## src/rtl/mdu_iter.sv

```systemverilog
// ---------------------------------------------------------------------------
// mdu_iter: iterative multiply/divide unit that owns the HI/LO register pair.
//
// Multiplies use radix-2 shift-add and divides use restoring division. Both
// retire one bit per cycle and take WIDTH busy cycles. Moves to and from
// HI/LO complete in a single cycle.
//
// Ports
//   clk     in   rising-edge clock
//   rst_n   in   synchronous active-low reset
//   start   in   launch or execute `op` this cycle (ignored while busy)
//   op      in   0 MULT, 1 MULTU, 2 DIV, 3 DIVU, 4 MTHI, 5 MTLO, 6 MFHI, 7 MFLO
//   a       in   rs operand
//   b       in   rt operand
//   cancel  in   pipeline flush; aborts an in-flight multiply/divide
//   busy    out  high while a multiply or divide is iterating
//   done    out  one-cycle pulse after HI/LO are written by a multiply/divide
//   hi      out  HI register
//   lo      out  LO register
//   rdata   out  combinational read data: hi for MFHI, lo for MFLO, else 0
// ---------------------------------------------------------------------------
module mdu_iter #(
    parameter int WIDTH = 32,
    parameter int CNT_W = 5
) (
    input  logic             clk,
    input  logic             rst_n,
    input  logic             start,
    input  logic [2:0]       op,
    input  logic [WIDTH-1:0] a,
    input  logic [WIDTH-1:0] b,
    input  logic             cancel,
    output logic             busy,
    output logic             done,
    output logic [WIDTH-1:0] hi,
    output logic [WIDTH-1:0] lo,
    output logic [WIDTH-1:0] rdata
);

    typedef enum logic [1:0] {
        S_IDLE = 2'd0,
        S_RUN  = 2'd1,
        S_DONE = 2'd2
    } state_t;

    localparam logic [2:0] OP_MULT  = 3'd0;
    localparam logic [2:0] OP_MULTU = 3'd1;
    localparam logic [2:0] OP_DIV   = 3'd2;
    localparam logic [2:0] OP_DIVU  = 3'd3;
    localparam logic [2:0] OP_MTHI  = 3'd4;
    localparam logic [2:0] OP_MTLO  = 3'd5;
    localparam logic [2:0] OP_MFHI  = 3'd6;
    localparam logic [2:0] OP_MFLO  = 3'd7;

    localparam logic [CNT_W-1:0] LAST_STEP = CNT_W'(WIDTH - 1);

    // -----------------------------------------------------------------------
    // State
    // -----------------------------------------------------------------------
    state_t             state;
    logic [CNT_W-1:0]   cnt;
    // Multiply: upper half is the running partial product, lower half holds
    // the not-yet-consumed multiplier bits.
    // Divide: lower half holds the dividend shifting out at the top while
    // quotient bits shift in at the bottom; upper half stays zero.
    logic [2*WIDTH-1:0] acc;
    logic [WIDTH:0]     rem;        // partial remainder for divide
    logic [WIDTH-1:0]   opb;        // multiplicand or divisor magnitude
    logic               is_div;
    logic               neg_q;      // negate product / quotient at the end
    logic               neg_r;      // negate remainder at the end
    logic               div_zero;   // divisor was zero

    // -----------------------------------------------------------------------
    // Launch decode: magnitudes and result signs for the signed ops
    // -----------------------------------------------------------------------
    logic             op_signed;
    logic             op_is_div;
    logic             op_is_arith;
    logic             accept;
    logic [WIDTH-1:0] a_mag;
    logic [WIDTH-1:0] b_mag;

    // NOTE: every signal driven from always_comb gets a default first so no
    // path leaves it unassigned; an unassigned path infers a latch.
    always_comb begin
        op_signed   = 1'b0;
        op_is_div   = 1'b0;
        op_is_arith = 1'b0;
        case (op)
            OP_MULT:  begin op_is_arith = 1'b1; op_signed = 1'b1; end
            OP_MULTU: begin op_is_arith = 1'b1; end
            OP_DIV:   begin op_is_arith = 1'b1; op_signed = 1'b1; op_is_div = 1'b1; end
            OP_DIVU:  begin op_is_arith = 1'b1; op_is_div = 1'b1; end
            default:  begin op_is_arith = 1'b0; end
        endcase

        a_mag = (op_signed && a[WIDTH-1]) ? -a : a;
        b_mag = (op_signed && b[WIDTH-1]) ? -b : b;

        // cancel outranks a start presented in the same cycle
        accept = start && !cancel && (state != S_RUN);
    end

    // -----------------------------------------------------------------------
    // One iteration step plus the sign fix-up of its result. The fix-up is
    // taken from the step outputs so the last step and the HI/LO write share
    // one edge.
    // -----------------------------------------------------------------------
    logic [WIDTH:0]     mul_sum;
    logic [2*WIDTH-1:0] mul_next;
    logic [WIDTH:0]     rem_shift;
    logic [WIDTH:0]     rem_next;
    logic               q_bit;
    logic [WIDTH-1:0]   quo_next;
    logic [2*WIDTH-1:0] prod_fix;
    logic [WIDTH-1:0]   quo_fix;
    logic [WIDTH-1:0]   rem_fix;

    always_comb begin
        // Shift-add: add the multiplicand into the upper half when the
        // current multiplier bit is set, then shift right with the carry.
        mul_sum  = {1'b0, acc[2*WIDTH-1:WIDTH]} + (acc[0] ? {1'b0, opb} : '0);
        mul_next = {mul_sum, acc[WIDTH-1:1]};

        // Restoring divide: bring down the next dividend bit, subtract only
        // when the divisor fits. A zero divisor always fits, which yields an
        // all-ones quotient and leaves the dividend in the remainder.
        rem_shift = {rem[WIDTH-1:0], acc[WIDTH-1]};
        if (rem_shift >= {1'b0, opb}) begin
            rem_next = rem_shift - {1'b0, opb};
            q_bit    = 1'b1;
        end else begin
            rem_next = rem_shift;
            q_bit    = 1'b0;
        end
        quo_next = {acc[WIDTH-2:0], q_bit};

        prod_fix = neg_q ? -mul_next : mul_next;
        // Divide by zero reports an all-ones quotient regardless of sign;
        // the remainder fix-up restores the original signed dividend.
        quo_fix  = div_zero ? '1 : (neg_q ? -quo_next : quo_next);
        rem_fix  = neg_r ? -rem_next[WIDTH-1:0] : rem_next[WIDTH-1:0];
    end

    // -----------------------------------------------------------------------
    // Control FSM and datapath registers
    // -----------------------------------------------------------------------
    // NOTE: all sequential state uses non-blocking assignments so every flop
    // samples pre-edge values regardless of statement order.
    always_ff @(posedge clk) begin
        if (!rst_n) begin
            state    <= S_IDLE;
            busy     <= 1'b0;
            done     <= 1'b0;
            cnt      <= '0;
            acc      <= '0;
            rem      <= '0;
            opb      <= '0;
            is_div   <= 1'b0;
            neg_q    <= 1'b0;
            neg_r    <= 1'b0;
            div_zero <= 1'b0;
            hi       <= '0;
            lo       <= '0;
        end else if (state == S_RUN) begin
            if (cancel) begin
                // Abandon the operation; HI/LO keep their old contents.
                state <= S_IDLE;
                busy  <= 1'b0;
            end else begin
                if (is_div) begin
                    acc <= {{WIDTH{1'b0}}, quo_next};
                    rem <= rem_next;
                end else begin
                    acc <= mul_next;
                end

                if (cnt == LAST_STEP) begin
                    if (is_div) begin
                        hi <= rem_fix;
                        lo <= quo_fix;
                    end else begin
                        hi <= prod_fix[2*WIDTH-1:WIDTH];
                        lo <= prod_fix[WIDTH-1:0];
                    end
                    state <= S_DONE;
                    busy  <= 1'b0;
                    done  <= 1'b1;
                end else begin
                    cnt <= cnt + 1'b1;
                end
            end
        end else begin
            // IDLE or DONE: DONE always expires after one cycle.
            state <= S_IDLE;
            done  <= 1'b0;
            if (accept) begin
                if (op_is_arith) begin
                    acc      <= {{WIDTH{1'b0}}, a_mag};
                    rem      <= '0;
                    opb      <= b_mag;
                    is_div   <= op_is_div;
                    neg_q    <= op_signed && (a[WIDTH-1] ^ b[WIDTH-1]);
                    neg_r    <= op_signed && op_is_div && a[WIDTH-1];
                    div_zero <= op_is_div && (b == '0);
                    cnt      <= '0;
                    state    <= S_RUN;
                    busy     <= 1'b1;
                end else if (op == OP_MTHI) begin
                    hi <= a;
                end else if (op == OP_MTLO) begin
                    lo <= a;
                end
                // MFHI/MFLO only read through rdata.
            end
        end
    end

    // -----------------------------------------------------------------------
    // Read port: same-cycle view of HI/LO, so a read in DONE sees the result
    // -----------------------------------------------------------------------
    always_comb begin
        rdata = '0;
        if (op == OP_MFHI) begin
            rdata = hi;
        end else if (op == OP_MFLO) begin
            rdata = lo;
        end
    end

endmodule
```

## config.mk

```make
export PLATFORM = sky130hd
export DESIGN_NAME = mdu_iter
export DESIGN_NICKNAME = d
export VERILOG_FILES = /design/src/rtl/mdu_iter.sv
export SDC_FILE = /design/constraint.sdc
export NUM_CORES = 1
export LEC_CHECK = 0
export ABC_AREA = 1
export BUFFER_PORTS_ARGS = -buffer_cell sky130_fd_sc_hd__buf_4
export CAP_MARGIN = 20
export CELL_PAD_IN_SITES_DETAIL_PLACEMENT = 2
export CELL_PAD_IN_SITES_GLOBAL_PLACEMENT = 2
export CORE_ASPECT_RATIO = 0.5
export CORE_MARGIN = 3
export CORE_UTILIZATION = 32
export DETAILED_ROUTE_END_ITERATION = 7
export GPL_ROUTABILITY_DRIVEN = 0
export PLACE_DENSITY_LB_ADDON = 0.1
export SYNTH_ARGS = -nofsm -noshare
export SYNTH_HDL_FRONTEND = slang
export SYNTH_SLANG_ARGS = --single-unit
```

## constraint.sdc

```tcl
create_clock -name clk -period 4 [get_ports clk]
set_input_delay 0 -clock clk [delete_from_list [all_inputs] [get_ports clk]]
set_output_delay 0 -clock clk [all_outputs]
set_load 0.005 [all_outputs]
```

==> results of run 1 <==
-- registers in the layout, indices dropped and copies added (netlist names) --
register and cells:
neg_q 1, busy 1, opb 32, done 1
div_zero 1, is_div 1, lo 32, rem 32
hi 32, state 2, cnt 5, acc 64
neg_r 1
-- path summary, 6_finish.rpt --
| path | from | to | slack [ns] |
|---|---|---|---|
| setup / recovery | opb[3]$_SDFFE_PN0P_ | lo[6]$_SDFFE_PN0P_ | 0.17 |
| setup reg to reg | opb[3]$_SDFFE_PN0P_ | lo[6]$_SDFFE_PN0P_ | 0.17 |
| hold reg to reg | acc[42]$_SDFFE_PN0P_ | acc[42]$_SDFFE_PN0P_ | 0.48 |
| hold / removal | start | busy$_SDFFE_PN0P_ | 0.02 |
-- logic make-up (layout without fill, tap and decap cells) --
| group | count (synthesis) | count (layout) | synth area share [%] |
|---|---|---|---|
| other | 0 | 1 | 0 |
| adders and majority gates | 73 | 73 | 4.74 |
| and+or+nand+nor | 1712 | 1712 | 37.5 |
| xor gates and xnor gates | 75 | 75 | 3.35 |
| buffers and inverters | 635 | 920 | 13.0 |
| DFF | 205 | 205 | 20.9 |
| AOI/OAI and AO/OA | 683 | 683 | 20.4 |
-- worst max-delay path, delay by kind of cell, from the launching register on --
family                   cells  cell delay, ns
AO/OA/AOI/OAI                4            0.78
adder cells (fa/ha/maj)      2            0.63
buffers and inverters        5            0.87
flip-flops                   1            0.39
AND/OR/NAND/NOR              8            1.00
-- what timing repair did --
action | 4_1_cts | 5_1_grt
gates resized for setup | 7 | 67
pin swaps | 0 | 4
hold buffers | 100 | 0
hold endpoints to repair | 104 | 0
setup buffers | 0 | 10
endpoints found under the setup margin | 9 | 34
gates cloned | 0 | 1
-- area by class of cell --
class	instances	area, sq um	area share [%]
inverter	491	1850	7.61
multi-input combinational	2543	13200	54.4
clock inverter	10	129	0.532
timing repair buffer	385	3240	13.4
antenna	1	2.50	0.0103
tap	812	1020	4.19
clock buffer	34	689	2.84
sequential	205	4130	17.0
-- metal layers --
| metal | share of wire (%) | up-vias |
|---|---|---|
| li1 | - | 11600 |
| met1 | 46 | 12900 |
| met2 | 44 | 759 |
| met3 | 5.9 | 176 |
| met4 | 3.5 | 0 |
| met5 | 0 | - |
-- report_power, final --
part	internal [mW]	leakage [nW]	switching [mW]
Combinational	0.714	9.71	1.50
Sequential	2.09	1.67	0.0853
Clock	1.40	0.407	1.10
Total	4.20	11.8	2.68
-- metrics by stage --
step	total power [mW]	hold WS, ns	TNS [ns]
6_report	6.88	0.0209	0
5_1_grt	7.19	0.0568	-0.111
4_1_cts	6.78	0.0192	0
3_5_place_dp	4.22	0.241	-0.602
3_3_place_gp	4.15	0.237	-0.215
2_1_floorplan	3.42	0.0919	0
-- cells in the final DEF, fill, tap and decap left out, drive strengths merged, types with 7 or more instances in the layout --
master / Yosys / final
o22ai: 12 / 12
clkinv: 2 / 9
dlygate4sd3: 1 / 100
inv: 489 / 489
a31oi: 41 / 41
nor2: 383 / 383
nand4: 36 / 36
a211oi: 9 / 9
a221oi: 27 / 27
nand3: 250 / 250
o211ai: 24 / 24
nor4: 15 / 15
clkbuf: 116 / 35
o21bai: 7 / 7
a21oi: 236 / 236
o311ai: 11 / 11
o221ai: 20 / 20
nor3: 73 / 73
xnor2: 20 / 20
o21ai: 246 / 246
ha: 71 / 71
nand2: 923 / 923
buf: 27 / 284
xor2: 55 / 55
dfxtp: 205 / 205
a22oi: 11 / 11
nand3b: 22 / 22
==> metrics.yaml, run 1 <==
outcome: "finished, final reports clean"
fin_nets: 3795
met1_usage_pct: 48.1
cts_tree: "yes"
drt_pass1_iterations: 5
slew_headroom_pct: 32.5
synthFlopType: "dfxtp_1"
irDropWorstVdd_mv: 0.284
yosysMostFrequentCell: "nand2_1"
pin_count: 169
syn-num-nets: 3527
grtUsageTotal_pct: 34.5
synth.avg_cell_area_sq_um: 5.79
use_met2_pct: 55.1
area_growth_pct: 23.7
fin_crit_sh_pct: 95.8
synth_area_leader_cell: "dfxtp_1"
grt_max_degree: 65
fin_util_pct: 40.5
stdcell_area_sq_um: 24200
viasPerCell: 5.67
power_density_nw_per_um2: 284
dp.cells: 4324
ys_seq_elements: 205
ys_seq_area_share_pct: 20.9
synth_common_cells: "878 x nand2_1, 484 x inv_1, 357 x nor2_1"
crit_type: "reg -> reg"
htreeDepth: 1
grt.busiest_layer: "met2"
reg2regPathDepth: 19
grt_pass1_wl_mm: 171
holdCritPathClass: "in -> reg"
cts_sinks: 205
synthTopCellsByArea: "dfxtp_1 21%, nand2_1 17%, inv_1 9.3%, nor2_1 6.8%, nand3_1 6.2%"
fp.coreArea_sq_um: 59900
drt_iter0_markers: 1913
cts_root_buffer: "clkbuf_16"
power_leakage_nw: 11.8
layout-drive-gt1-share_pct: 13.7
fin_cells: 4481
place_area_sq_um: 22000
start_util_pct: 32.7
clock_skew_ns: 0.0345
numPortBuffers: 168
dieWidth_microns: 356
grt_overflow: 0
worst_slew_pin_slew_ns: 1.01
crit_fanout: 9
syn_inst: 3383
synth_top_area_share_pct: 20.9
setup_viol: 0
grt_pass1_vias: 26400
final_max_slew_viol_count: 0
hold_violations: 0
drv_cap: 0
max-clock-path-buffers: 3
cp-start-kind: "register"
slowest_stage: "dfxtp_1"
worstPathCellList: "inv_1 -> ha_1 -> nand2_1 -> inv_1 -> nand3_2 -> nor3_2 -> nand2_1 -> nand2_1 -> nor2_4 -> nand2_8 -> inv_2 -> ha_1 -> nor2_1 -> inv_1 -> buf_4 -> o21ai_0 -> a211o_1 -> o311ai_0 -> a31oi_1"
drc_errors: 0
worstSetupEndpointType: "register"
clkLatencyLatePin_ns: 0.59
fp-row-count: 63
antenna_left: 0
netlist_area_sq_um: 19600
yosysWarnings: 0
synthArstFlopShare_pct: 0
num_vias: 25400
fp.dieArea_sq_um: 64400
post-dp-hpwl_mm: 89.4
drt_wl_total_mm: 115
wire_per_inst_microns: 25.7
clkTransAtPathRegs_ns: 0.07
min_period_ns: 3.83
numCtsBuffers: 25
die_h_microns: 181
whs_path_depth: 6
met3_usage_pct: 4.65
worstPathArrival_ns: 4.25
synth-edff-count: 0
antenna_found_initial: 0
fill_cells: 7564
place_ws_ns: -0.161
yosysUniqueCellTypes: 63
finalWorstSetupSlack_ns: 0.168
slowest_delay_ns: 0.39
worst_ep_required_time_ns: 4.42
fmax_mhz: 261
Power figures use the tool's default switching activity.
==> run 2: changes to the inputs <==
==> constraint.sdc (replaced) <==
create_clock -name clk -period 4 [get_ports clk]
set_input_delay 0 -clock clk [delete_from_list [all_inputs] [get_ports clk]]
set_output_delay 0 -clock clk [all_outputs]
set_load 0.05 [all_outputs]
==> run 2 against run 1 <==
Against the previous run: non-clock buffer count down 2; sequential power about the same; largest power group unchanged; total power up 6.7%; sequential cell count unchanged; critical path type unchanged; worst hold slack better by 0.0096 ns; clock power up 15%; maximum frequency down 1.3%.
==> metrics.yaml, run 2 (synthesis gave the netlist of run 1 again) <==
outcome: "finished, final reports clean"
clkLatencyLatePin_ns: 0.59
htreeDepth: 1
worst_slew_pin_slew_ns: 1.07
viasPerCell: 5.75
grt_pass1_vias: 26900
fp.coreArea_sq_um: 59900
power_leakage_nw: 11.8
fp.dieArea_sq_um: 64400
cts_root_buffer: "clkbuf_16"
cts_tree: "yes"
layout-drive-gt1-share_pct: 13.8
drt_wl_total_mm: 118
grtUsageTotal_pct: 35.3
finalWorstSetupSlack_ns: 0.119
fin_nets: 3794
hold_slack_ns: 0.0305
layout_common_cells: "870 x nand2_1, 482 x inv_1, 343 x nor2_1, 272 x buf_4, 233 x nand3_1"
start_util_pct: 32.7
clock_skew_ns: 0.0260
worstSetupEndpointType: "register"
slowest_stage: "fa_1"
drv_cap: 0
crit_fanout: 5
numCtsBuffers: 26
slew_headroom_pct: 28.6
use_met2_pct: 56.5
stdcell_area_sq_um: 24400
cts_sinks: 205
top_register: "acc"
cp-start-kind: "register"
setup_viol: 0
reg2regPathDepth: 16
pin_count: 169
place_area_sq_um: 22000
grt_pass1_wl_mm: 174
whs_path_depth: 5
met1_usage_pct: 47.9
fp-row-count: 63
grt_max_degree: 65
min_period_ns: 3.88
drc_errors: 0
worstPathCellList: "buf_4 -> nand2_1 -> inv_1 -> ha_1 -> fa_1 -> nor4_1 -> nand2_1 -> nor2_2 -> nand4_1 -> nor2_2 -> nand3_1 -> nand2_1 -> xor2_1 -> o21ai_0 -> nand2_1 -> a21oi_1"
num_vias: 25800
worstReg2RegStart: "acc[0]$_SDFFE_PN0P_"
wire_per_inst_microns: 26.3
hold_violations: 0
grt.busiest_layer: "met2"
grt_overflow: 0
path_delay_family: "simple AND/OR/NAND/NOR gates"
power_density_nw_per_um2: 301
fin_crit_sh_pct: 97.0
rrSetupSlack_ns: 0.12
slowest_delay_ns: 0.63
path_buf_inv: 2
mostFrequentLayoutCell: "nand2_1"
drt_pass1_iterations: 5
fmax_mhz: 258
irDropWorstVdd_mv: 0.275
post-dp-hpwl_mm: 89.9
max-clock-path-buffers: 3
crit_type: "reg -> reg"
holdCritPathClass: "in -> reg"
antenna_found_initial: 5
place_ws_ns: -0.180
worstPathArrival_ns: 4.34
met3_usage_pct: 5.66
final_max_slew_viol_count: 0
r2r-end: "hi[19]$_SDFFE_PN0P_"
dieWidth_microns: 356
die_h_microns: 181
hold_end: "lo[23]$_SDFFE_PN0P_"
worstHoldStart: "a[23]"
antenna_left: 0
worst_ep_required_time_ns: 4.46
clkTransAtPathRegs_ns: 0.07
numPortBuffers: 168
area_growth_pct: 24.7
drt_iter0_markers: 2223
crit_top_cell: "nand2_1"
largest_reg_flops: 64
run 2: cell types whose count changed in the layout (fill, tap and decap cells not counted), moves of 3 or more:
cell / delta
nor2_1: +4
clkbuf_1: -3
nand2_2: -3
nor2_2: -6
bufinv_16: +3
nand2_1: +3
clkinv_2: -4
clkinvlp_4: +3
buf_4: -5
run 2: worst register-to-register path: stages (launching register included):
cell and delay, ns:
dfxtp_2 0.35, buf_4 0.15, nand2_1 0.06, inv_1 0.05
ha_1 0.20, fa_1 0.64, nor4_1 0.33, nand2_1 0.32
nor2_2 0.31, nand4_1 0.23, nor2_2 0.31, nand3_1 0.11
nand2_1 0.09, xor2_1 0.29, o21ai_0 0.13, nand2_1 0.13
a21oi_1 0.07
run 2: what timing repair did:
action | CTS | global route
gates resized for setup | 10 | 70
setup endpoints to repair | 20 | 43
gates cloned | 0 | 1
endpoints found under the hold margin | 105 | 0
pin swaps | 0 | 4
hold buffers | 102 | 0
buffers inserted | 0 | 6
run 2: area by class of cell:
cell class | instances | area (sq um)
fillers | 7529 | 35500
multi-input cells | 2543 | 13200
flip-flops and latches | 205 | 4130
repair buffers | 383 | 3240
inverters | 491 | 1850
well taps | 812 | 1020
clock buffers | 35 | 756
clock inverters | 13 | 230
diodes | 1 | 2.50
run 2: per-stage QoR:
stage          util (%)  power [mW]  cells  setup TNS (ns)
4_1_cts            40.2        7.22   4474               0
3_5_place_dp       36.8        4.28   4324          -0.847
2_1_floorplan         -        3.48   3383               0
6_report           40.8        7.35   4483               0
5_1_grt            40.8        7.64   4483         -0.0842
3_3_place_gp       36.8        4.21   4323          -0.189
run 2: worst max path at each step:
stage / start / endpoint / cells after the start
floorplan: acc[0]$_SDFFE_PN0P_ / hi[27]$_SDFFE_PN0P_ / 27
global placement: opb[7]$_SDFFE_PN0P_ / hi[26]$_SDFFE_PN0P_ / 23
detailed placement: opb[7]$_SDFFE_PN0P_ / hi[26]$_SDFFE_PN0P_ / 23
CTS: opb[7]$_SDFFE_PN0P_ / hi[16]$_SDFFE_PN0P_ / 25
global route: acc[31]$_SDFFE_PN0P_ / hi[31]$_SDFFE_PN0P_ / 27
finish: acc[0]$_SDFFE_PN0P_ / hi[19]$_SDFFE_PN0P_ / 16
run 2: metal layers:
layer  up-vias  share of wire [%]
li1      11600                  -
met1     13000                 44
met2       921                 44
met3       218                7.2
met4         4                4.3
met5         -              0.026
run 2: where the power goes:
| part | leakage (nW) | internal [mW] | switching (mW) |
|---|---|---|---|
| logic | 9.70 | 0.711 | 1.58 |
| registers | 1.67 | 2.09 | 0.0865 |
| clock network | 0.474 | 1.72 | 1.16 |
| total | 11.8 | 4.52 | 2.82 |
